--- src/rtl/hierInclude_package.sv ---
// Shared types for the hierInclude design: the aSt record and its field types.
// Latency: n/a (types and constants only).
// Backpressure: n/a.
package hierInclude_package;

  // Number of aBiggerT elements carried in aSt.variablea2.
  localparam int ASIZE2 = 11;

  typedef logic [6:0]  aSizeT;
  typedef logic [3:0]  anotherSizeT;
  typedef logic [7:0]  yetAnotherSizeT;
  typedef logic [10:0] aBiggerT;

  // 7 + 4 + 8 + 11*11 = 140 bits. variablea2[0] occupies the LSBs.
  typedef struct packed {
    aSizeT                variablea;
    anotherSizeT          another;
    yetAnotherSizeT       yetAnother;
    aBiggerT [ASIZE2-1:0] variablea2;
  } aSt;

endpackage

--- src/rtl/a_st_assembler.sv ---
// Purpose: builds one aSt record from a header beat plus ASIZE2 aBiggerT words.
// Latency: out_valid rises the cycle after the last word; min record period 13 cycles.
// Backpressure: valid/ready on every port; one record in flight, EMIT holds until out_ready.
//
// Ports:
//   clk, rst                      clock, asynchronous active-high reset
//   hdr_valid/hdr_ready, hdr_*    header beat (variablea, another, yetAnother)
//   word_valid/word_ready, word_data  payload words, element 0 first
//   out_valid/out_ready, out_data     assembled aSt record
//   assembled_count               records emitted (only with A_ST_ASSEMBLER_STATS_EN)
//
// Build option: define A_ST_ASSEMBLER_STATS_EN to add the STATS_W-bit
// assembled_count register and port.
module a_st_assembler
  import hierInclude_package::*;
#(
  parameter int unsigned STATS_W = 16
) (
  input  logic           clk,
  input  logic           rst,
  input  logic           hdr_valid,
  output logic           hdr_ready,
  input  aSizeT          hdr_variablea,
  input  anotherSizeT    hdr_another,
  input  yetAnotherSizeT hdr_yet_another,
  input  logic           word_valid,
  output logic           word_ready,
  input  aBiggerT        word_data,
  output logic           out_valid,
  input  logic           out_ready,
  output aSt             out_data
`ifdef A_ST_ASSEMBLER_STATS_EN
  ,
  output logic [STATS_W-1:0] assembled_count
`endif
);

  typedef enum logic [1:0] {
    IDLE    = 2'd0,
    COLLECT = 2'd1,
    EMIT    = 2'd2
  } state_e;

  localparam logic [3:0] IdxLast = 4'(ASIZE2 - 1);

  state_e     state_q, state_d;
  logic [3:0] idx_q, idx_d;
  aSt         rec_q, rec_d;
  logic       out_fire;

  // A zero-width counter is meaningless; keep STATS_W at 1 or more.
  if (STATS_W == 0) begin : g_stats_w_zero_unsupported
  end

  always_ff @(posedge clk or posedge rst) begin
    if (rst) begin
      state_q <= IDLE;
      idx_q   <= '0;
      rec_q   <= '0;
    end else begin
      state_q <= state_d;
      idx_q   <= idx_d;
      rec_q   <= rec_d;
    end
  end

  // Handshake outputs depend only on state_q; inputs steer next-state only,
  // so there is no combinational input-to-output path.
  always_comb begin
    state_d    = state_q;
    idx_d      = idx_q;
    rec_d      = rec_q;
    hdr_ready  = 1'b0;
    word_ready = 1'b0;
    out_valid  = 1'b0;
    out_fire   = 1'b0;

    case (state_q)
      IDLE: begin
        hdr_ready = 1'b1;
        if (hdr_valid) begin
          rec_d.variablea  = hdr_variablea;
          rec_d.another    = hdr_another;
          rec_d.yetAnother = hdr_yet_another;
          idx_d            = '0;
          state_d          = COLLECT;
        end
      end

      COLLECT: begin
        word_ready = 1'b1;
        if (word_valid) begin
          // Only the addressed element changes; older elements are left as-is
          // and are overwritten before out_valid can expose them.
          rec_d.variablea2[idx_q] = word_data;
          if (idx_q == IdxLast) begin
            idx_d   = '0;
            state_d = EMIT;
          end else begin
            idx_d = idx_q + 4'd1;
          end
        end
      end

      EMIT: begin
        out_valid = 1'b1;
        if (out_ready) begin
          out_fire = 1'b1;
          state_d  = IDLE;
        end
      end

      default: begin
        state_d = IDLE;
      end
    endcase
  end

  assign out_data = rec_q;

`ifdef A_ST_ASSEMBLER_STATS_EN
  logic [STATS_W-1:0] count_q, count_d;

  // Free-running record counter; wraps naturally from all-ones to zero.
  always_comb begin
    count_d = count_q;
    if (out_fire) begin
      count_d = count_q + 1'b1;
    end
  end

  always_ff @(posedge clk or posedge rst) begin
    if (rst) begin
      count_q <= '0;
    end else begin
      count_q <= count_d;
    end
  end

  assign assembled_count = count_q;
`endif

`ifndef SYNTHESIS
  // The word index only ever walks 0..ASIZE2-1.
  a_idx_in_range : assert property (@(posedge clk) disable iff (rst) idx_q <= IdxLast);
`endif

endmodule
--- config.mk ---
export PLATFORM = sky130hd
export DESIGN_NAME = a_st_assembler
export DESIGN_NICKNAME = d
export VERILOG_FILES = /design/src/rtl/hierInclude_package.sv /design/src/rtl/a_st_assembler.sv
export SDC_FILE = /design/constraint.sdc
export NUM_CORES = 1
export LEC_CHECK = 0
export BUFFER_PORTS_ARGS = -buffer_cell sky130_fd_sc_hd__buf_2
export CAP_MARGIN = 20
export CORE_MARGIN = 4
export CORE_UTILIZATION = 35
export CTS_CLUSTER_DIAMETER = 150
export DETAILED_ROUTE_END_ITERATION = 10
export PLACE_DENSITY = 0.67
export SLEW_MARGIN = 5
export SYNTH_ARGS = -nofsm -noshare
export SYNTH_HDL_FRONTEND = slang
export SYNTH_SLANG_ARGS = --single-unit
--- constraint.sdc ---
create_clock -name clk -period 4.2 [get_ports clk]
set_input_delay 0.21 -clock clk [delete_from_list [all_inputs] [get_ports clk]]
set_output_delay 0.21 -clock clk [all_outputs]
set_load 0.005 [all_outputs]
==> results.json, run 1 <==
{
  "cts_tree": "built",
  "power_density_nw_per_um2": 776.6,
  "syn_inst": 360,
  "cts_buffers": 17,
  "drtIter0Drc": 183,
  "drv_slew": 0,
  "slew_headroom_pct": 41.06,
  "viasPerCell": 4.702,
  "ys_ff_latch": 146,
  "combPwrFrac_pct": 31.3,
  "crit_type": "reg2reg",
  "fp.dieH_um": 135.8,
  "avgSynthCellArea_um2": 15.88,
  "routed-via-count": 3564,
  "final_area_um2": 7361,
  "insertion_delay_ps": 410,
  "routed_wl_um": 14430,
  "crit_fanout": 11,
  "drive_gt1_share_pct": 63.28,
  "crit_chain": "nor2b_1 -> nand4_1 -> mux2_2",
  "rows": 46,
  "start_kind": "flop",
  "cts_setup_buffers": 0,
  "crit_arrival_ps": 2510,
  "place_ws_ps": 1948,
  "synth.most_common_cell": "dfrtp_1",
  "r2r_slack_ps": 1980,
  "synth_edf_count": 0,
  "place_area_um2": 6720,
  "grt_usage_pct": 16.07,
  "antenna_found_initial": 0,
  "clock-root-buffer": "clkbuf_16",
  "gp_congestion": 0.7625,
  "endpoint": "out_data[99]",
  "grt_pass1_wl_um": 21960,
  "clk_pin_slew_worst_paths_ps": 60,
  "nets": 564,
  "start_util_pct": 35.85,
  "rsz0062_at_grt": "false",
  "synthFlopType": "dfrtp_1",
  "synth_cell_types": 30,
  "grt_pass1_vias": 3873,
  "hold_class": "in2reg",
  "nFillCells": 1463,
  "ys_warn_count": 0,
  "synth_area_um2": 5715,
  "ir_worst_vdd_v": 0.0002832,
  "sequentialPowerShare_pct": 42.4,
  "layout_setup_ws_ps": 1980,
  "hold_violations": 0,
  "area_delta_synth_final_pct": 28.79,
  "period_share_pct": 52.86,
  "antenna_cells": 0,
  "layout_min_cycle_time_ps": 2220,
  "leakage_nw": 3.725,
  "rr_endpoint": "out_data[99]",
  "maxCapViolCount": 0,
  "switching_power_mw": 1.688,
  "async_flop_share_pct": 100.0,
  "htreeDepth": 4,
  "setup_violations": 0,
  "critPathLaunch": "state_q[0]",
  "clockPowerShare_pct": 26.3,
  "dpl.hpwl_um": 10250,
  "dr.pass1.iters": 4,
  "antenna_left": 0,
  "coreArea_um2": 15940,
  "r2r-start": "state_q[0]",
  "yosys.area.top_type_share_pct": 63.92,
  "synthTopCellsByCount": "dfrtp_1, mux2_2, buf_2",
  "finalSetupTns_ps": 0,
  "intPower_mw": 4.029,
  "hold_ws_ps": 26.51,
  "switching_share_pct": 29.53,
  "required_ps": 4490,
  "cts_buffer_depth": 2,
  "grt_max_degree": 122,
  "worst_slew_pin_slew_ps": 880.3,
  "syn-num-nets": 395,
  "grt-ovfl-total": 0,
  "total_power_mw": 5.716,
  "die_area_um2": 18440,
  "wl_per_cell_um": 19.04,
  "synth_area_leaders": "dfrtp_1, mux2_2, mux2_4",
  "cp_slowest_cell": "nand4_1",
  "port_buffers": 177,
  "status": "finished, final reports clean",
  "io_pins": 178,
  "r2r_cells": 3,
  "max_stage_delay_ps": 650,
  "cp-end-kind": "flop",
  "cts_resized": 0,
  "drc_errors": 0,
  "ys_seq_area_share_pct": 63.92,
  "clock.fmax_mhz": 450.4,
  "die_w_um": 135.8,
  "skew_ps": 4.293,
  "yosysTopAreaCell": "dfrtp_1",
  "cts_sinks": 146
}
[logic make-up after synthesis]
logic type,Yosys count,synth area share (%)
AND/OR/NAND/NOR,27,3.065
buffers and inverters,35,3.130
AO/OA/AOI/OAI,11,1.533
multiplexers,141,28.35
flip-flops,146,63.92
[power groups by stage]
stage / clock (mW) / combinational (mW) / sequential [mW]
2_1_floorplan: 0 / 0.898 / 2.45
3_3_place_gp: 0 / 1.76 / 2.40
3_5_place_dp: 0 / 1.83 / 2.44
4_1_cts: 1.55 / 1.83 / 2.42
5_1_grt: 1.60 / 1.96 / 2.51
6_report: 1.50 / 1.79 / 2.42
[placed cells by master, fill, tap and decap left out, drive strengths merged, types with 2 or more instances in the layout]
master / Yosys / final
o21ai: 3 / 3
clkinv: 0 / 8
clkinvlp: 0 / 4
nand3b: 4 / 4
nand3: 3 / 3
mux2: 140 / 140
nand2b: 2 / 2
nand4: 3 / 3
nor2: 4 / 4
dfrtp: 146 / 146
dlygate4sd3: 0 / 2
nor2b: 4 / 4
o2111ai: 2 / 2
buf: 19 / 179
clkbuf: 12 / 17
a32o: 2 / 2
inv: 4 / 4
bufinv: 0 / 3
[state kept, by name, indices dropped and copies added (netlist names)]
signal	flops
out_data	140
state_q	2
idx_q	4
[per-layer routing]
layer  routed length [µm]  global-route usage, %
met4                  276                  5.991
met2                 7302                  26.49
met3                  914                  5.572
met5                    0                      0
met1                 5939                  19.53
[through the flow]
stage                     std cells  util, %
after global routing            758    46.17
final                           758    46.17
after CTS                       756    45.93
after floorplan                 360        -
after global placement          723    42.15
after detailed placement        723    42.15
[final cells by class]
cell class / count / area (µm²) / share of cell area (%)
Sequential cell: 146 / 3654 / 49.63
Tap cell: 216 / 270.3 / 3.672
Clock inverter: 15 / 167.7 / 2.278
Clock buffer: 17 / 425.4 / 5.779
Multi-Input combinational cell: 179 / 1883 / 25.58
Timing Repair Buffer: 181 / 940.9 / 12.78
Inverter: 4 / 20.02 / 0.2720
[timing repair]
item | CTS | global route
setup endpoints to repair | 0 | 0
hold buffers | 1 | 1
endpoints found under the hold margin | 1 | 64
[critical path: cells and delay by family, from the launching register on]
family | cells | cell delay [ps]
muxes | 1 | 510
and+or+nand+nor | 2 | 1070
DFF | 1 | 520
[worst min-delay path by stage]
| stage | startpoint | endpoint | slack, ps | depth (start not counted) |
|---|---|---|---|---|
| 2_1_floorplan | out_ready | state_q[1] | 300 | 1 |
| 3_3_place_gp | out_ready | state_q[1] | 400 | 2 |
| 3_5_place_dp | out_ready | state_q[1] | 410 | 2 |
| 4_1_cts | hdr_another[1] | out_data[130] | 4 | 2 |
| 5_1_grt | hdr_another[2] | out_data[131] | 5 | 2 |
| 6_report | hdr_another[2] | out_data[131] | 30 | 2 |
Power figures use the tool's default switching activity.
==> inputs of run 2 (changes only) <==
- ABC_AREA: unset -> 1
- PLACE_DENSITY: 0.67 -> 0.65
- clock period: 4.2 -> 2.1 ns (I/O delays scaled with it)
==> run 2 against run 1 <==
  * Worst hold slack gained 110 ps
  * Final area grew 1.1%
  * Clock skew grew 3.4 ps
  * Critical path depth grew 3
  * Register-to-register slack lost 1500 ps
  * Area after synthesis shrank 1.8%
  * Die area shrank 1.7%
  * Flip-flop and latch count is the same
  * First-iteration DRC count grew 33%
  * Critical path type unchanged
  * Wire length grew 9.0%
  * Critical endpoint is now out_data[117]
  * Clock power grew 110%
==> results.json, run 2 <==
{
  "status": "finished, final reports clean",
  "cts_tree": "built",
  "cts_setup_buffers": 0,
  "rsz0062_at_grt": "false",
  "drive_gt1_share_pct": 32.15,
  "clock.fmax_mhz": 598.7,
  "antenna_left": 0,
  "hold_buffers": 21,
  "crit_chain": "inv_1 -> nand2_2 -> nor2_4 -> nand2_1 -> nand2_1 -> o21ai_0",
  "gp_congestion": 0.7448,
  "synthTopCellsByCount": "nand2_1, dfrtp_1, o21ai_0",
  "final_area_um2": 7443,
  "setup_violations": 0,
  "die_area_um2": 18120,
  "synthFlopType": "dfrtp_1",
  "clk_pin_slew_worst_paths_ps": 60,
  "required_ps": 2370,
  "most-common-layout-cells": "buf_2, nand2_1, dfrtp_1, o21ai_0, o21ai_1",
  "crit_arrival_ps": 1940,
  "ys_seq_area_share_pct": 65.11,
  "place_inst": 925,
  "yosys.area.top_type_share_pct": 65.11,
  "synth.most_common_cell": "nand2_1",
  "htreeDepth": 4,
  "cts_sinks": 146,
  "cts_buffers": 17,
  "leakage_nw": 3.933,
  "place_area_um2": 6629,
  "grt_pass1_vias": 4369,
  "grt-ovfl-total": 0,
  "cts_buffer_depth": 2,
  "total_power_mw": 10.15,
  "nets": 784,
  "power_density_nw_per_um2": 1364,
  "port_buffers": 177,
  "largest_register_ffs": 140,
  "dpl.hpwl_um": 10310,
  "avgSynthCellArea_um2": 9.932,
  "period_share_pct": 79.54,
  "yosysTopAreaCell": "dfrtp_1",
  "clock-root-buffer": "clkbuf_16",
  "cp-end-kind": "flop",
  "start_util_pct": 35.58,
  "rows": 46,
  "crit_fanout": 23,
  "ys_warn_count": 0,
  "hold_violations": 0,
  "final_common_cell": "buf_2",
  "maxCapViolCount": 0,
  "synth_area_leaders": "dfrtp_1, nand2_1, o21ai_0",
  "viasPerCell": 4.620,
  "die_w_um": 134.6,
  "insertion_delay_ps": 420,
  "ys_ff_latch": 146,
  "hold_class": "in2async",
  "max_stage_delay_ps": 420,
  "grt_pass1_wl_um": 24390,
  "slew_headroom_pct": 55.04,
  "synth_edf_count": 0,
  "dr.pass1.iters": 5,
  "io_pins": 178,
  "layout_min_cycle_time_ps": 1670,
  "nFillCells": 1519,
  "finalSetupTns_ps": 0,
  "start_kind": "flop",
  "multiInputGateArea_um2": 1655,
  "worst_slew_pin_slew_ps": 673.7,
  "drv_slew": 0,
  "final_cell_count_no_fill": 979,
  "crit_type": "reg2reg",
  "synth_area_um2": 5612,
  "grt_max_degree": 83,
  "cts_resized": 0,
  "drc_errors": 0,
  "routed-via-count": 4523,
  "syn-num-nets": 600,
  "ir_worst_vdd_v": 0.0005749,
  "synth_cell_types": 22,
  "fp.dieH_um": 134.6,
  "skew_ps": 7.646,
  "antenna_found_initial": 0,
  "async_flop_share_pct": 100.0,
  "grt_usage_pct": 17.78,
  "wl_per_cell_um": 16.06,
  "drtIter0Drc": 243,
  "coreArea_um2": 15770,
  "syn_inst": 565,
  "seqCellArea_um2": 3654,
  "area_delta_synth_final_pct": 32.64,
  "routed_wl_um": 15730,
  "cp_slowest_cell": "dfrtp_1",
  "cp_common_cell": "nand2_1"
}
==> run 2: stage by stage <==
stage / hold slack [ps] / utilization, % / setup WS (ps)
finish: 135.8 / 47.20 / 429.7
global route: 148.5 / 47.18 / 252.4
CTS: 103.8 / 47.18 / 433.4
detailed placement: 7.773 / 42.03 / 421.2
global placement: 3.014 / 42.03 / 515.6
floorplan: 252.7 / - / 162.0
==> run 2: final cells by class <==
type                    count  area share, %
multi-input cells         356          22.24
repair buffers            204          15.67
diodes                      1        0.03362
clock inverters            12          2.084
clock buffers              20          6.001
flip-flops and latches    146          49.08
inverters                  24          1.261
well taps                 216          3.631
==> run 2: path summary, 6_finish.rpt <==
check	depth (start not counted)	end	start	slack (ps)
worst max-delay path	6	out_data[117]	state_q[1]	430
worst min-delay path	3	out_data[126]	rst	140
worst max register to register	6	out_data[117]	state_q[1]	430
worst min register to register	2	out_data[131]	out_data[131]	470
max in group asynchronous	4	out_data[45]	rst	1320
min in group clk	4	out_data[138]	hdr_valid	180
==> run 2: critical path: cells and delay by family (launching register included) <==
family	cells	cell delay (ps)
buffers and inverters	1	130
DFF	1	420
AOI/OAI and AO/OA	1	90
and+or+nand+nor	4	880
==> run 2: logic make-up (layout without fill, tap and decap cells) <==
family	Yosys count	count (layout)	share of synthesized area, %
AO/OA/AOI/OAI	124	124	12.13
AND/OR/NAND/NOR	232	232	17.37
flip-flops	146	146	65.11
buffers and inverters	63	260	5.395
other	0	1	0
==> run 2: per-layer routing <==
metal / vias up / wire, µm / global-route usage, %
met2: 146 / 7377 / 27.90
li1: 2190 / - / -
met5: - / 0 / 0
met3: 25 / 1105 / 5.626
met1: 2162 / 6956 / 23.45
met4: 0 / 287 / 6.052
==> run 2: power by group <==
group          switching [mW]  internal (mW)  leakage (nW)  total, mW
clock                    1.18           1.90         0.279       3.08
combinational            1.52           1.22          1.73       2.74
sequential              0.560           3.77          1.92       4.33
==> inputs of run 3 (changes only) <==
- PLACE_DENSITY: 0.65 -> 0.68
- clock period: 2.1 -> 1.4 ns (I/O delays scaled with it)
==> run 3 against run 2 <==
  * Global-route usage up 0.38 points
  * Non-clock buffer count up 36
  * Maximum frequency up 19%
  * Critical path depth up 1
==> results.json, run 3 (synthesized netlist as in run 2, its figures left out) <==
{
  "status": "finished, final reports clean",
  "final_common_cell": "buf_2",
  "r2r_slack_ps": 2,
  "drv_slew": 0,
  "required_ps": 1680,
  "power_density_nw_per_um2": 1967,
  "ir_worst_vdd_v": 0.0009998,
  "cp-end-kind": "flop",
  "nets": 820,
  "routed-via-count": 4742,
  "leakage_nw": 4.264,
  "wl_per_cell_um": 16.37,
  "rr_endpoint": "out_data[60]",
  "crit_fanout": 6,
  "maxCapViolCount": 0,
  "skew_ps": 7.407,
  "crit_chain": "nor2_4 -> nand2_4 -> nor2_4 -> nand2_4 -> buf_12 -> nand2_1 -> o21ai_1",
  "grt_pass1_wl_um": 25100,
  "final_area_um2": 8102,
  "io_pins": 178,
  "min_path_cells": 4,
  "viasPerCell": 4.677,
  "r2r-start": "state_q[1]",
  "grt-ovfl-total": 0,
  "clk_pin_slew_worst_paths_ps": 60,
  "max_stage_delay_ps": 450,
  "rows": 46,
  "hold_class": "in2reg",
  "drtIter0Drc": 239,
  "drc_errors": 0,
  "grt_max_degree": 76,
  "gp_congestion": 0.7918,
  "utilization_pct": 51.37,
  "die_w_um": 134.6,
  "total_power_mw": 15.94,
  "grt_usage_pct": 18.16,
  "crit_type": "reg2reg",
  "fp.dieH_um": 134.6,
  "start_kind": "flop",
  "antenna_cells": 0,
  "coreArea_um2": 15770,
  "layout_setup_ws_ps": 1.837,
  "die_area_um2": 18120,
  "area_delta_synth_final_pct": 44.37,
  "period_share_pct": 99.87,
  "clock.fmax_mhz": 715.2,
  "start_util_pct": 35.58,
  "path_buf_inv": 1,
  "setup_violations": 0,
  "dpl.hpwl_um": 10640,
  "crit_family": "simple AND/OR/NAND/NOR gates",
  "cts_buffer_depth": 2,
  "hold_violations": 0,
  "cp_slowest_cell": "dfrtp_2",
  "routed_wl_um": 16600,
  "drive_gt1_share_pct": 40.85,
  "antenna_left": 0,
  "dr.pass1.iters": 5,
  "cts_buffers": 17,
  "crit_arrival_ps": 1670,
  "grt_pass1_vias": 4504,
  "cts_sinks": 146,
  "hp-start": "word_data[7]",
  "largest_register_ffs": 140,
  "insertion_delay_ps": 410,
  "cts_tree": "built",
  "antenna_found_initial": 1,
  "holdPathEnd": "out_data[62]",
  "r2r_cells": 7,
  "htreeDepth": 4,
  "most-common-layout-cells": "buf_2, dfrtp_1, nand2_1, o21ai_1",
  "port_buffers": 177,
  "place_area_um2": 6942,
  "layout_min_cycle_time_ps": 1398,
  "worst_slew_pin_slew_ps": 615.8,
  "slew_headroom_pct": 58.90,
  "rsz0062_at_grt": "true",
  "hold_ws_ps": 124.3,
  "clock-root-buffer": "clkbuf_16",
  "place_ws_ps": 14.74
}
-- run 3: cell types whose count changed in the layout (fill, tap and decap cells not counted), moves of 10 or more --
cell / change
buf_12: +10
buf_4: +17
nand2_1: -37
nand2_2: +26
nand2_4: +11
o21ai_0: -32
o21ai_1: +29
-- run 3: repair_timing --
item                                   CTS  global route
gates resized for setup                  6            87
endpoints found under the hold margin  166             0
pin swaps                                0             1
hold buffers                            21             0
cloned                                   1             6
setup endpoints to repair                1           107
setup buffers                            0             4
-- run 3: worst max-delay path by stage --
stage | depth (start not counted) | end | startpoint | slack [ps]
3_3_place_gp | 7 | out_data[104] | state_q[1] | 30
2_1_floorplan | 1 | idx_q[0] | rst | -500
4_1_cts | 3 | hdr_ready | state_q[1] | -6
5_1_grt | 7 | out_data[60] | state_q[1] | -90
6_report | 7 | out_data[60] | state_q[1] | 2
3_5_place_dp | 7 | out_data[102] | state_q[1] | 10
-- run 3: through the flow --
step	setup TNS (ps)	instances
after CTS	-6.152	1004
after global placement	0	950
after detailed placement	0	950
after global routing	-3435	1014
after floorplan	-73440	565
final	0	1014
-- run 3: routing by layer --
layer  global-route usage (%)  part of all wire [%]  vias up
met4                    6.448                   1.9        0
met2                    28.40                    48      160
li1                         -                     -     2270
met5                        0                     0        -
met1                    24.24                    44     2286
met3                    5.253                   6.6       26
-- run 3: cell type report --
type,instances,area [µm²]
inverters,24,93.84
fillers,1503,7669
well taps,216,270.3
clock inverters,12,155.1
repair buffers,240,1644
flip-flops and latches,146,3657
multi-input cells,356,1834
clock buffers,20,446.7
-- run 3: tightest hold or removal path: stages --
cell	delay, ps
buf_2	80
inv_1	30
buf_4	180
o21ai_2	130
-- run 3: where the power goes --
part / total, mW / internal, mW / switching, mW
clock: 4.62 / 2.86 / 1.76
sequential: 6.56 / 5.66 / 0.897
combinational: 4.76 / 2.31 / 2.45
